[config.mk]
export PLATFORM = sky130hd
export DESIGN_NAME = fft_8_frame_streamer
export DESIGN_NICKNAME = d
export VERILOG_FILES = /design/src/rtl/fft_pkg.sv /design/src/rtl/fft_8_frame_buffer.sv /design/src/rtl/fft_8_frame_streamer.sv
export SDC_FILE = /design/constraint.sdc
export NUM_CORES = 1
export LEC_CHECK = 0
export CORE_AREA = 2 2 226 228
export CTS_CLUSTER_SIZE = 10
export DETAILED_ROUTE_END_ITERATION = 16
export DIE_AREA = 0 0 228 230
export PLACE_DENSITY = 0.78
export SLEW_MARGIN = 30
export SYNTH_ARGS = -nofsm -noshare
export SYNTH_HDL_FRONTEND = slang
export SYNTH_SLANG_ARGS = --single-unit
[constraint.sdc]
create_clock -name clk -period 5.6 [get_ports clk]
set_clock_uncertainty 0.1 [all_clocks]
set_input_delay 1.12 -clock clk [delete_from_list [all_inputs] [get_ports clk]]
set_output_delay 1.12 -clock clk [all_outputs]
set_load 0.1 [all_outputs]
[src/rtl/fft_pkg.sv]
// ---------------------------------------------------------------------------
// fft_pkg
// Shared definitions for the 8-point FFT streaming wrapper:
//   FFT_N / FFT_LOG2N  : transform size and lane-index width
//   in_state_e         : input-side FSM states (FILL, LAUNCH, WAIT, CAPTURE)
//   out_state_e        : output-side FSM states (EMPTY, DRAIN)
//   lane()             : extracts lane i of width w from a packed lane bus
// ---------------------------------------------------------------------------
package fft_pkg;

  localparam int FFT_N      = 8;
  localparam int FFT_LOG2N  = 3;

  // Widest component lane() can slice; callers zero-extend into lane_bus_t.
  localparam int LANE_MAX_W = 64;

  typedef logic [FFT_N*LANE_MAX_W-1:0] lane_bus_t;

  typedef enum logic [1:0] {
    IN_FILL    = 2'd0,
    IN_LAUNCH  = 2'd1,
    IN_WAIT    = 2'd2,
    IN_CAPTURE = 2'd3
  } in_state_e;

  typedef enum logic {
    OUT_EMPTY = 1'b0,
    OUT_DRAIN = 1'b1
  } out_state_e;

  // Lane i of a bus packed as [w*i +: w]; result is right-aligned and
  // zero-filled above bit w-1.
  function automatic logic [LANE_MAX_W-1:0] lane(input lane_bus_t   bus,
                                                 input int unsigned i,
                                                 input int unsigned w);
    logic [LANE_MAX_W-1:0] mask;
    mask = (w >= LANE_MAX_W) ? '1
                             : ((LANE_MAX_W'(1) << w) - LANE_MAX_W'(1));
    return LANE_MAX_W'(bus >> (i * w)) & mask;
  endfunction

endpackage

[src/rtl/fft_8_frame_buffer.sv]
// ---------------------------------------------------------------------------
// fft_8_frame_buffer
// 8 x (2*WIDTH) register file holding one complex result frame.
// Ports:
//   clk, rst             : clock, asynchronous active-low reset
//   load                 : parallel-load all eight lanes this cycle
//   load_real, load_imag : packed source lanes, lane i at [WIDTH*i +: WIDTH]
//   rd_idx               : lane selected for readout
//   rd_real, rd_imag     : combinational read of lane rd_idx
// ---------------------------------------------------------------------------
module fft_8_frame_buffer
  import fft_pkg::*;
#(
  parameter int WIDTH = 16
) (
  input  logic                    clk,
  input  logic                    rst,
  input  logic                    load,
  input  logic [FFT_N*WIDTH-1:0]  load_real,
  input  logic [FFT_N*WIDTH-1:0]  load_imag,
  input  logic [FFT_LOG2N-1:0]    rd_idx,
  output logic [WIDTH-1:0]        rd_real,
  output logic [WIDTH-1:0]        rd_imag
);

  logic [2*WIDTH-1:0] mem [FFT_N];

  // NOTE: this storage is reset (unlike a typical RAM) because the output
  // data port must read as zero straight out of reset; with only eight
  // entries it stays a plain flop array.
  always_ff @(posedge clk or negedge rst) begin
    if (!rst) begin
      for (int i = 0; i < FFT_N; i++) begin
        mem[i] <= '0;
      end
    end else if (load) begin
      for (int unsigned i = 0; i < FFT_N; i++) begin
        mem[i] <= {WIDTH'(lane(lane_bus_t'(load_real), i, WIDTH)),
                   WIDTH'(lane(lane_bus_t'(load_imag), i, WIDTH))};
      end
    end
  end

  assign {rd_real, rd_imag} = mem[rd_idx];

endmodule

[src/rtl/fft_8_frame_streamer.sv]
// ---------------------------------------------------------------------------
// fft_8_frame_streamer
// Collects eight complex samples from a valid/ready stream into the parallel
// input lanes of an 8-point FFT core, pulses fft_start, waits for fft_done,
// captures the eight results into an output buffer and replays them as a
// valid/ready stream. The next frame may fill while the previous one drains.
// Ports:
//   clk, rst                     : clock, asynchronous active-low reset
//   s_valid/s_ready/s_real/s_imag: input sample stream
//   fft_start                    : one-cycle start pulse to the core
//   fft_in_real/fft_in_imag      : packed core inputs, lane i at [WIDTH*i +: WIDTH]
//   fft_done                     : core completion, rising edge marks a result
//   fft_out_real/fft_out_imag    : packed core outputs, same packing
//   m_valid/m_ready/m_real/m_imag: output bin stream
//   m_index, m_last              : bin number of the current word, high on bin 7
//   busy                         : frame in flight or output buffer occupied
// ---------------------------------------------------------------------------
module fft_8_frame_streamer
  import fft_pkg::*;
#(
  parameter int WIDTH = 16
) (
  input  logic                    clk,
  input  logic                    rst,
  input  logic                    s_valid,
  output logic                    s_ready,
  input  logic [WIDTH-1:0]        s_real,
  input  logic [WIDTH-1:0]        s_imag,
  output logic                    fft_start,
  output logic [FFT_N*WIDTH-1:0]  fft_in_real,
  output logic [FFT_N*WIDTH-1:0]  fft_in_imag,
  input  logic                    fft_done,
  input  logic [FFT_N*WIDTH-1:0]  fft_out_real,
  input  logic [FFT_N*WIDTH-1:0]  fft_out_imag,
  output logic                    m_valid,
  input  logic                    m_ready,
  output logic [WIDTH-1:0]        m_real,
  output logic [WIDTH-1:0]        m_imag,
  output logic [FFT_LOG2N-1:0]    m_index,
  output logic                    m_last,
  output logic                    busy
);

  localparam logic [FFT_LOG2N-1:0] LAST_LANE = FFT_LOG2N'(FFT_N - 1);

  in_state_e            in_state;
  out_state_e           out_state;
  logic [FFT_LOG2N-1:0] wr_idx;
  logic [FFT_LOG2N-1:0] rd_idx;
  logic                 done_q;
  logic                 done_seen;

  logic s_fire;
  logic m_fire;
  logic last_fire;
  logic capture_go;
  logic done_edge;

  assign s_fire     = s_valid && s_ready;
  assign m_fire     = m_valid && m_ready;
  assign last_fire  = m_fire && m_last;
  assign capture_go = (in_state == IN_CAPTURE) && (out_state == OUT_EMPTY);
  assign done_edge  = fft_done && !done_q;

  // Edges are only recorded while waiting on our own launch, so a stray
  // pulse during FILL cannot trigger a premature capture later.
  // NOTE: state registers use non-blocking assignments so every flop samples
  // pre-edge values regardless of block evaluation order.
  always_ff @(posedge clk or negedge rst) begin
    if (!rst) begin
      done_q    <= 1'b0;
      done_seen <= 1'b0;
    end else begin
      done_q <= fft_done;
      if (capture_go) begin
        done_seen <= 1'b0;
      end else if (in_state == IN_WAIT && done_edge) begin
        done_seen <= 1'b1;
      end
    end
  end

  // Input side. s_ready and fft_start are registered with the state so they
  // are clean decodes of "next state is FILL" / "next state is LAUNCH".
  always_ff @(posedge clk or negedge rst) begin
    if (!rst) begin
      in_state    <= IN_FILL;
      wr_idx      <= '0;
      s_ready     <= 1'b0;
      fft_start   <= 1'b0;
      fft_in_real <= '0;
      fft_in_imag <= '0;
    end else begin
      case (in_state)
        IN_FILL: begin
          if (s_fire) begin
            fft_in_real[wr_idx*WIDTH +: WIDTH] <= s_real;
            fft_in_imag[wr_idx*WIDTH +: WIDTH] <= s_imag;
            wr_idx <= wr_idx + 1'b1;
            if (wr_idx == LAST_LANE) begin
              in_state  <= IN_LAUNCH;
              s_ready   <= 1'b0;
              fft_start <= 1'b1;
            end
          end else begin
            s_ready <= 1'b1;
          end
        end
        IN_LAUNCH: begin
          fft_start <= 1'b0;
          in_state  <= IN_WAIT;
        end
        IN_WAIT: begin
          // The final output handshake frees the buffer on this edge, so the
          // capture state can load on the very next one without a bypass.
          if (done_seen && (out_state == OUT_EMPTY || last_fire)) begin
            in_state <= IN_CAPTURE;
          end
        end
        IN_CAPTURE: begin
          if (out_state == OUT_EMPTY) begin
            in_state <= IN_FILL;
            s_ready  <= 1'b1;
          end
        end
        default: begin
          in_state <= IN_FILL;
        end
      endcase
    end
  end

  // Output side: replay the captured frame one bin per handshake.
  always_ff @(posedge clk or negedge rst) begin
    if (!rst) begin
      out_state <= OUT_EMPTY;
      rd_idx    <= '0;
      m_valid   <= 1'b0;
      m_last    <= 1'b0;
    end else begin
      case (out_state)
        OUT_EMPTY: begin
          if (capture_go) begin
            out_state <= OUT_DRAIN;
            rd_idx    <= '0;
            m_valid   <= 1'b1;
            m_last    <= 1'b0;
          end
        end
        OUT_DRAIN: begin
          if (m_fire) begin
            rd_idx <= rd_idx + 1'b1;
            m_last <= (rd_idx == LAST_LANE - 1'b1);
            if (m_last) begin
              out_state <= OUT_EMPTY;
              m_valid   <= 1'b0;
              m_last    <= 1'b0;
            end
          end
        end
        default: begin
          out_state <= OUT_EMPTY;
        end
      endcase
    end
  end

  fft_8_frame_buffer #(
    .WIDTH (WIDTH)
  ) u_out_buf (
    .clk       (clk),
    .rst       (rst),
    .load      (capture_go),
    .load_real (fft_out_real),
    .load_imag (fft_out_imag),
    .rd_idx    (rd_idx),
    .rd_real   (m_real),
    .rd_imag   (m_imag)
  );

  assign m_index = rd_idx;
  assign busy    = (in_state != IN_FILL) || (out_state != OUT_EMPTY);

endmodule

After elaboration in Yosys (flattened, before gate mapping). Cells that the tools add are included.

Logic and storage cells: 97. Input bits: 293. Flip-flop bits (word level): 527.

Equal/unequal tests: 13. Shifts and indexed selects: 3. Bitwise gates (word level): 2. Add/subtract/negate cells: 3. $lt $le $gt $ge: 1. Reduce and logical (&&, ||, !) cells: 21. Muxes and demuxes: 34.

Operators with widths (number): $bwmux 128 (2); $shiftx 16x34->128 (2); $shift 16x34->128 const A (1); $bmux 32 s3 (1); $mux 32 (2); $neg 7->34 (1); $mux 1 (16); $ne 2x2->1 const B (5); $pmux 1 s2 (5); $reduce_and 3->1 (3); $mux 2 (4); $pmux 2 s4 (1); $reduce_bool 2->1 (4); $logic_and 1x1->1 (7); $add 3x1->3 const B (2); $eq 3x3->1 const B (2); $mux 3 (2); $pmux 3 s2 (1); $eq 2x2->1 const B (2); $ge 4x4->1 const B (1); $ne 2x1->1 const B (2); $not 3->4 (1); $reduce_and 2->1 (2); $reduce_and 4->1 (1); 6 further kinds (7).

Longest topological paths before layout. Gate-level depths: netlist (run 1).

Depth in word-level cells: 6. Mapped depth: 12. Gate-level depth less buffers: 7.

By module. Synthesis (run 1) repeated with hierarchy kept, for this count alone.

Cell total of the unflattened synthesis: 1659. Area total of the unflattened synthesis: 22504.1 um2.

Modules (own cells, without submodules): fft_8_frame_buffer (area an instance 11503.5 um2, cells each 654, instances 1); fft_8_frame_streamer (area an instance 11000.6 um2, cells each 1005, instances 1).

Worst setup path after synthesis (run 1). OpenSTA, ideal clock, no wires.

Path type: register -> output. Start point: register rd_idx[0], in the netlist m_index[0]. End point: output m_imag[10]. Slack: 1.656 ns. Data required time: 4.380 ns. Arrival time: 2.724 ns. Path buffers: 3. Cell stages (with the launch flop): 6. Cells stage by stage: dfrtp_1 -> clkbuf_1 -> buf_2 -> buf_2 -> mux4_2 -> mux2_2.

Word-level cells in the longest chain between the ends: 4.

Ends and longest elaborated chain: start, declared (line fft_8_frame_streamer.sv:49) `logic [FFT_LOG2N-1:0] rd_idx;`; start signal, assigned (line fft_8_frame_streamer.sv:152) `rd_idx <= rd_idx + 1'b1;`; $not 3->4 (not written as such) (line fft_8_frame_buffer.sv:44) `assign {rd_real, rd_imag} = mem[rd_idx];`; $bmux 32 s3 (line fft_8_frame_buffer.sv:44); $mux 32 (not written as such) (2 in a row) (line fft_8_frame_buffer.sv:44); end, declared (line fft_8_frame_streamer.sv:38) `output logic [WIDTH-1:0] m_imag,`.

Every way passes these cells. The select of a mux whose other input is x is not followed.

Worst setup path in the final report (run 1).
Start point: register rd_idx[0], in the netlist m_index[0]. End point: output m_imag[13].

Same word-level chain as after synthesis.

==> results of run 1 <==
[state kept, by name, summed over array words and instances (netlist names), 2 cells and up]
signal / count
u_out_buf.mem: 256
fft_in_imag: 128
fft_in_real: 128
m_index: 3
wr_idx: 3
in_state: 2
[layout by cell type, fill, tap and decap left out, drive strengths merged, types with 2 or more instances in the layout]
cell type	instances
nor2b	16
nor3	2
clkdlybuf4s50	548
nor2	9
nand2b	5
mux4	64
nand3	26
nand2	956
mux2	142
nor4b	2
clkinv	3
diode	7
buf	59
o21ai	121
dfrtp	527
inv	27
nand4	4
or4	3
ha	12
clkbuf	68
nor3b	2
a22o	32
[cell type report]
cell class              instances  area [um2]
diodes                          7        17.5
clock buffers                  67        1510
clock inverters                 5        90.1
fillers                      4021       19900
inverters                      26        97.6
multi-input cells            1410        8270
flip-flops and latches        527       13200
well taps                     672         841
repair buffers                608        5970
[per-layer routing]
metal,global-route usage [%],vias up
met4,9.87,18
li1,-,7899
met1,32.3,8716
met3,8.09,166
met2,45.6,806
met5,0,-
[worst max path at each step]
stage,to,cells past startpoint,start,slack [ns]
CTS,m_imag[13],4,m_index[0],0.74
floorplan,m_imag[10],5,m_index[0],1.66
global route,m_imag[13],4,m_index[0],0.64
global placement,m_imag[13],4,m_index[0],1.42
finish,m_imag[13],4,m_index[0],0.82
detailed placement,m_imag[13],4,m_index[0],1.39
[power by group]
| group | switching [uW] | internal [uW] | total, uW |
|---|---|---|---|
| clock | 1470 | 1920 | 3390 |
| sequential | 1050 | 5190 | 6240 |
| combinational | 7040 | 2850 | 9890 |
[through the flow]
step           instance area [um2]  power (uW)  util (%)
2_1_floorplan                22100       13400         -
3_3_place_gp                 28500       16000      57.1
3_5_place_dp                 28300       16200      56.8
4_1_cts                      29900       19600      60.0
5_1_grt                      30000       20300      60.1
6_report                     30000       19500      60.1
[cells by family after synthesis]
family / after synthesis
AND/OR/NAND/NOR: 1030
flip-flops: 527
multiplexers: 207
buffers and inverters: 175
AO/OA/AOI/OAI: 159
adder cells (fa/ha/maj): 12
XOR/XNOR: 2
[worst max-delay path, stage by stage, from the launching register on]
cell             delay, ns
dfrtp_4               0.78
buf_12                0.31
mux4_2                0.53
mux2_2                0.29
clkdlybuf4s50_1       1.00
==> impl_metrics.json, run 1 <==
{
  "grt-ovfl-total": 0,
  "synth_edf_count": 0,
  "port_buffers": 588,
  "crit_type": "reg -> out",
  "synthesis.nets": 2417,
  "synth_compound_area_share_pct": 4.21,
  "tns_ns": 0,
  "postRouteAntennaNets": 0,
  "maxSlewHeadroom_pct": 29.6,
  "area_delta_synth_final_pct": 35.9,
  "end_kind": "primary output",
  "pin_count": 589,
  "first_pass_iters": 5,
  "r2r_end": "fft_in_real[19]",
  "whs_ns": 0.371,
  "min_to": "u_out_buf.mem[49]",
  "ys_types": 40,
  "hold_depth": 2,
  "synth-seq-area-share_pct": 59.7,
  "worstPathArrival_ns": 3.56,
  "htreeDepth": 2,
  "vias": 17605,
  "reg2reg_from": "wr_idx[0]",
  "dpl.hpwl_um": 50600,
  "rsz0062_at_grt": "false",
  "synth.avg_cell_area_um2": 10.5,
  "muxShareOfSynthArea_pct": 13.8,
  "cp_max_fo": 27,
  "path_clk_slew_ns": 0.06,
  "dr_wl_met3_um": 6400,
  "die_w_um": 228,
  "die_area_um2": 52400,
  "setup_ws_ns": 0.819,
  "drcViolationCount": 0,
  "yosys.area_share.simple_pct": 18.3,
  "peakVddDrop_mv": 0.753,
  "cts_buffer_depth": 3,
  "syn_area_um2": 22100,
  "clock-sinks": 527,
  "hp-start": "u_out_buf.mem[49]",
  "netlist_instances": 2112,
  "synthAdderAreaFrac_pct": 0.680,
  "start_util_pct": 44.3,
  "slew_viol_final": 0,
  "grt_max_degree": 257,
  "synth_top_family_by_area": "simple AND/OR/NAND/NOR gates",
  "yosysTopAreaCell": "dfrtp_1",
  "synth-async-reset-ratio_pct": 100,
  "post-cts-setup-buffers": 0,
  "numPlacedInstances": 3241,
  "ys_top_cells_by_count": "nand2_1 (956), dfrtp_1 (527), mux2_2 (141)",
  "post_cts_resized": 0,
  "synth.most_common_cell": "nand2_1",
  "ys.flop_type": "dfrtp_1",
  "clock_latency_ns": 0.61,
  "synth_top_area_share_pct": 59.7,
  "hold_viol_final": 0,
  "status": "complete, no violations",
  "ff2ff_path_depth": 8,
  "grt_use_total_pct": 26.8,
  "crit_required_ns": 4.38,
  "synth.area.top_cells": "dfrtp_1 (60%), nand2_1 (16%), mux2_2 (7.2%), mux4_2 (6.5%), o21ai_0 (2.7%)",
  "final_net_count": 2937,
  "cts_tree": "built",
  "grt_pass1_wl_um": 108000,
  "wl_per_cell_um": 21.4,
  "top_layer": "met5",
  "root_buffer": "clkbuf_16",
  "antenna_found_initial": 18,
  "synth-xor-area-share_pct": 0.0794,
  "timing.final.crit_share_pct": 85.4,
  "drt_first_iter_violations": 1337,
  "post-route-min-period_ns": 4.78,
  "wl_um": 70900,
  "synth-seq-cells": 527,
  "viasPerCell": 5.30,
  "fmax_mhz": 209,
  "setup_violations": 0,
  "cts_hold_buffers": 0,
  "drv_cap": 0,
  "pre_cts_slack_ns": 1.39,
  "layout-drive-gt1-share_pct": 13.2,
  "die_h_um": 230,
  "p_per_area_nw_per_um2": 651,
  "grt_pass1_vias": 18133,
  "layoutNonFillerInstCount": 3322,
  "routedLengthMet1_um": 26800,
  "core_region_area_um2": 49900,
  "power.leakage_uw": 0.0139,
  "start_kind": "register",
  "wl_met2_um": 35000,
  "rows": 82,
  "hold_path_class": "reg -> reg",
  "cts_buffers": 59,
  "worst_slew_pin_slew_ns": 1.05,
  "gp_congestion": 0.929,
  "regToRegSetupSlack_ns": 2.02,
  "synth_warnings": 0
}
Power figures use the tool's default switching activity.
==> run 2, diff against run 1 <==
--- a/config.mk
+++ b/config.mk
@@ -5,12 +5,12 @@
 export SDC_FILE = /design/constraint.sdc
 export NUM_CORES = 1
 export LEC_CHECK = 0
+export ABC_AREA = 0
 export CORE_AREA = 2 2 226 228
 export CTS_CLUSTER_SIZE = 10
 export DETAILED_ROUTE_END_ITERATION = 16
 export DIE_AREA = 0 0 228 230
 export PLACE_DENSITY = 0.78
-export SLEW_MARGIN = 30
 export SYNTH_ARGS = -nofsm -noshare
 export SYNTH_HDL_FRONTEND = slang
 export SYNTH_SLANG_ARGS = --single-unit
==> run 2 against run 1 <==
Net effect: clock-buffer cell count rose by 4; critical path depth did not move; wire length fell by 0.50%; cell area rose by 0.35%; global-route usage fell by 0.14 points; power rose by 0.22%; critical path type unchanged; largest cell class unchanged; largest power group unchanged.
==> impl_metrics.json, run 2 (synthesis gave the netlist of run 1 again) <==
{
  "status": "complete, no violations",
  "multiInputGateArea_um2": 8240,
  "postRouteAntennaNets": 0,
  "worstPathArrival_ns": 3.56,
  "cp_max_fo": 27,
  "crit_required_ns": 4.38,
  "core_region_area_um2": 49900,
  "grt_use_total_pct": 26.6,
  "die_w_um": 228,
  "pre_cts_slack_ns": 1.39,
  "hold_viol_final": 0,
  "antenna_found_initial": 15,
  "wl_per_cell_um": 21.3,
  "p_per_area_nw_per_um2": 650,
  "port_buffers": 588,
  "register_area_um2": 13200,
  "largestRegisters": "u_out_buf.mem x256, fft_in_imag x128, fft_in_real x128",
  "viasPerCell": 5.31,
  "largest_reg_flops": 256,
  "first_pass_iters": 5,
  "largest_register": "u_out_buf.mem",
  "cts_buffer_depth": 3,
  "grt-ovfl-total": 0,
  "layout-drive-gt1-share_pct": 11.6,
  "setup_violations": 0,
  "start_kind": "register",
  "final_common_cell": "nand2_1",
  "timing.final.crit_share_pct": 85.4,
  "vias": 17624,
  "cts_hold_buffers": 0,
  "clock-sinks": 527,
  "maxSlewHeadroom_pct": 15.7,
  "grt_max_degree": 257,
  "post-cts-setup-buffers": 0,
  "pin_count": 589,
  "crit_type": "reg -> out",
  "post-route-min-period_ns": 4.78,
  "tns_ns": 0,
  "rsz0062_at_grt": "false",
  "setup_ws_ns": 0.817,
  "post_cts_resized": 0,
  "cts_tree": "built",
  "dpl.hpwl_um": 50800,
  "hold_path_class": "reg -> reg",
  "path_clk_slew_ns": 0.06,
  "area_delta_synth_final_pct": 36.3,
  "htreeDepth": 2,
  "slew_viol_final": 0,
  "drt_first_iter_violations": 1466,
  "die_h_um": 230,
  "root_buffer": "clkbuf_16",
  "fillCellCount": 4008,
  "end_kind": "primary output",
  "final_cell_mix": "nand2_1 (955), clkdlybuf4s50_1 (585), dfrtp_1 (524)",
  "grt_pass1_wl_um": 108000,
  "wl_um": 70600,
  "fmax_mhz": 209,
  "die_area_um2": 52400,
  "drv_cap": 0,
  "worst_slew_pin_slew_ns": 1.27,
  "start_util_pct": 44.3,
  "peakVddDrop_mv": 0.641,
  "clock_latency_ns": 0.59,
  "gp_congestion": 0.929,
  "grt_pass1_vias": 18008,
  "rows": 82,
  "power.leakage_uw": 0.0138,
  "cts_buffers": 59,
  "drcViolationCount": 0,
  "final_net_count": 2935
}
## run 2: layout make-up
cell class,instances,area share (%)
clock inverter,2,0.0831
timing repair buffer,606,20.3
multi-input combinational,1410,27.4
tap,672,2.79
clock buffer,71,5.23
sequential,527,43.8
inverter,26,0.324
antenna,7,0.0582
## run 2: power by group
part | leakage (uW) | internal [uW] | switching (uW)
Sequential | 0.00660 | 5190 | 1070
Combinational | 0.00643 | 2930 | 6990
Clock | 0.000782 | 1930 | 1450
## run 2: per-layer routing
layer	wire length, um	GRT usage, %
met2	34800	45.2
met5	92	0
met4	2600	9.25
met3	6460	8.26
met1	26600	32.3
## run 2: final timing paths
kind | startpoint | to | slack, ns | cells past startpoint
worst max-delay path | m_index[0] | m_imag[13] | 0.82 | 4
worst min-delay path | u_out_buf.mem[49] | u_out_buf.mem[49] | 0.37 | 2
worst max register to register | wr_idx[0] | fft_in_real[25] | 1.64 | 7
worst min register to register | u_out_buf.mem[49] | u_out_buf.mem[49] | 0.37 | 2
max in group asynchronous | rst | fft_in_imag[125] | 3.73 | 2
min in group asynchronous | rst | fft_in_real[104] | 0.40 | 1
## run 2: metrics by stage
step / util [%] / cells / hold WS [ns] / total power, uW / area (um2)
floorplan: - / 2112 / 0.340 / 13400 / 22100
global placement: 57.1 / 3241 / 0.353 / 16000 / 28500
detailed placement: 57.1 / 3241 / 0.357 / 16200 / 28500
CTS: 60.3 / 3314 / 0.371 / 19700 / 30100
global route: 60.3 / 3319 / 0.386 / 20400 / 30100
finish: 60.4 / 3321 / 0.371 / 19600 / 30100
## run 2: critical path: stages (launching register included)
cell and delay, ns:
dfrtp_4 0.77, buf_12 0.31, mux4_2 0.53, mux2_2 0.29, clkdlybuf4s50_1 1.01
==> run 3, diff against run 2 <==
--- a/config.mk
+++ b/config.mk
@@ -6,6 +6,7 @@
 export NUM_CORES = 1
 export LEC_CHECK = 0
 export ABC_AREA = 0
+export CAP_MARGIN = 25
 export CORE_AREA = 2 2 226 228
 export CTS_CLUSTER_SIZE = 10
 export DETAILED_ROUTE_END_ITERATION = 16
==> run 3 against run 2 <==
Net effect: final cell count is 0.24% higher; sequential share of layout area is 0.35 points lower; core utilization is 0.48 points higher; wire length is 0.21% higher; global-route usage is 0.10 points higher; setup slack worse by 0.024 ns; largest power group unchanged; worst hold slack hardly changed; register-to-register slack better by 0.38 ns; cell area is 0.80% higher; power is 0.49% higher; first-iteration DRC count is 1.3% lower; clock power is 1% higher.
==> impl_metrics.json, run 3 (synthesis gave the netlist of run 1 again) <==
{
  "status": "complete, no violations",
  "setup_ws_ns": 0.793,
  "post-route-min-period_ns": 4.81,
  "wl_um": 70700,
  "post_cts_resized": 0,
  "register_area_um2": 13200,
  "first_pass_iters": 5,
  "htreeDepth": 2,
  "antenna_found_initial": 17,
  "start_kind": "register",
  "power.leakage_uw": 0.0139,
  "cts_buffer_depth": 3,
  "reg2reg_from": "wr_idx[0]",
  "largestRegisters": "u_out_buf.mem x256, fft_in_imag x128, fft_in_real x128",
  "wl_per_cell_um": 21.2,
  "maxSlewHeadroom_pct": 20.4,
  "r2r_end": "fft_in_real[84]",
  "viasPerCell": 5.35,
  "final_cell_mix": "nand2_1 (955), clkdlybuf4s50_1 (585), dfrtp_1 (524)",
  "path_clk_slew_ns": 0.06,
  "p_per_area_nw_per_um2": 648,
  "root_buffer": "clkbuf_16",
  "drt_first_iter_violations": 1447,
  "rsz0062_at_grt": "false",
  "fillCellCount": 3954,
  "grt_max_degree": 257,
  "grt_pass1_vias": 18141,
  "tns_ns": 0,
  "startpoint": "m_index[0]",
  "cp_max_fo": 27,
  "cts_hold_buffers": 0,
  "grt-ovfl-total": 0,
  "grt_use_total_pct": 26.7,
  "dpl.hpwl_um": 50800,
  "worst_slew_pin_slew_ns": 1.19,
  "peakVddDrop_mv": 0.768,
  "clock-sinks": 527,
  "fmax_mhz": 208,
  "drv_cap": 0,
  "hold_path_class": "reg -> reg",
  "drcViolationCount": 0,
  "end_kind": "primary output",
  "vias": 17801,
  "pin_count": 589,
  "regToRegSetupSlack_ns": 2.02,
  "ff2ff_path_depth": 6,
  "pre_cts_slack_ns": 1.39,
  "multiInputGateArea_um2": 8240,
  "slew_viol_final": 0,
  "rows": 82,
  "layout-drive-gt1-share_pct": 12.0,
  "gp_congestion": 0.929,
  "cts_tree": "built",
  "largest_reg_flops": 256,
  "die_area_um2": 52400,
  "area_delta_synth_final_pct": 37.4,
  "timing.final.crit_share_pct": 85.8,
  "die_w_um": 228,
  "largest_register": "u_out_buf.mem",
  "setup_violations": 0,
  "hold_viol_final": 0,
  "crit_path_end": "m_imag[13]",
  "final_net_count": 2946,
  "grt_pass1_wl_um": 108000,
  "start_util_pct": 44.3,
  "clock_latency_ns": 0.62,
  "crit_type": "reg -> out",
  "worstPathArrival_ns": 3.59,
  "die_h_um": 230,
  "crit_required_ns": 4.38,
  "postRouteAntennaNets": 0,
  "core_region_area_um2": 49900,
  "port_buffers": 588,
  "post-cts-setup-buffers": 0,
  "final_common_cell": "nand2_1",
  "cts_buffers": 59,
  "hold_depth": 2
}
-- run 3: report_power, final --
group	internal (uW)	switching, uW	leakage (uW)
logic	2970	7030	0.00653
registers	5190	1030	0.00660
clock network	1950	1480	0.000792
total	10100	9540	0.0139
-- run 3: area by class of cell --
| type | instances | share of cell area, % |
|---|---|---|
| antenna | 6 | 0.0495 |
| sequential | 527 | 43.5 |
| tap | 672 | 2.77 |
| multi-input combinational | 1410 | 27.2 |
| inverter | 26 | 0.322 |
| clock buffer | 67 | 5.06 |
| timing repair buffer | 617 | 20.9 |
| clock inverter | 4 | 0.280 |
-- run 3: layer usage --
layer / wire (um) / track usage (%) / vias up
met1: 26300 / 32.3 / 8805
met4: 2590 / 9.70 / 20
met2: 35100 / 45.6 / 880
met5: 124 / 0 / -
met3: 6570 / 7.95 / 171
li1: - / - / 7925
-- run 3: worst min-delay path by stage --
stage	to	slack (ns)	from
2_1_floorplan	u_out_buf.mem[160]	0.34	u_out_buf.mem[160]
3_3_place_gp	u_out_buf.mem[191]	0.35	u_out_buf.mem[191]
3_5_place_dp	u_out_buf.mem[167]	0.36	u_out_buf.mem[167]
4_1_cts	u_out_buf.mem[167]	0.37	u_out_buf.mem[167]
5_1_grt	u_out_buf.mem[142]	0.39	u_out_buf.mem[142]
6_report	u_out_buf.mem[167]	0.37	u_out_buf.mem[167]
-- run 3: worst max-delay path, stage by stage, from the launching register on --
cell and delay, ns:
dfrtp_4 0.77, buf_12 0.31, mux4_2 0.53, mux2_2 0.29
clkdlybuf4s50_1 1.02
-- run 3: per-stage QoR --
| step | std cells | util [%] | hold slack [ns] | area, um2 | total power (uW) |
|---|---|---|---|---|---|
| after floorplan | 2112 | - | 0.340 | 22100 | 13400 |
| after global placement | 3241 | 57.1 | 0.353 | 28500 | 16000 |
| after detailed placement | 3247 | 57.4 | 0.357 | 28600 | 16300 |
| after CTS | 3318 | 60.6 | 0.371 | 30200 | 19700 |
| after global routing | 3326 | 60.8 | 0.387 | 30300 | 20500 |
| final | 3329 | 60.8 | 0.371 | 30300 | 19700 |
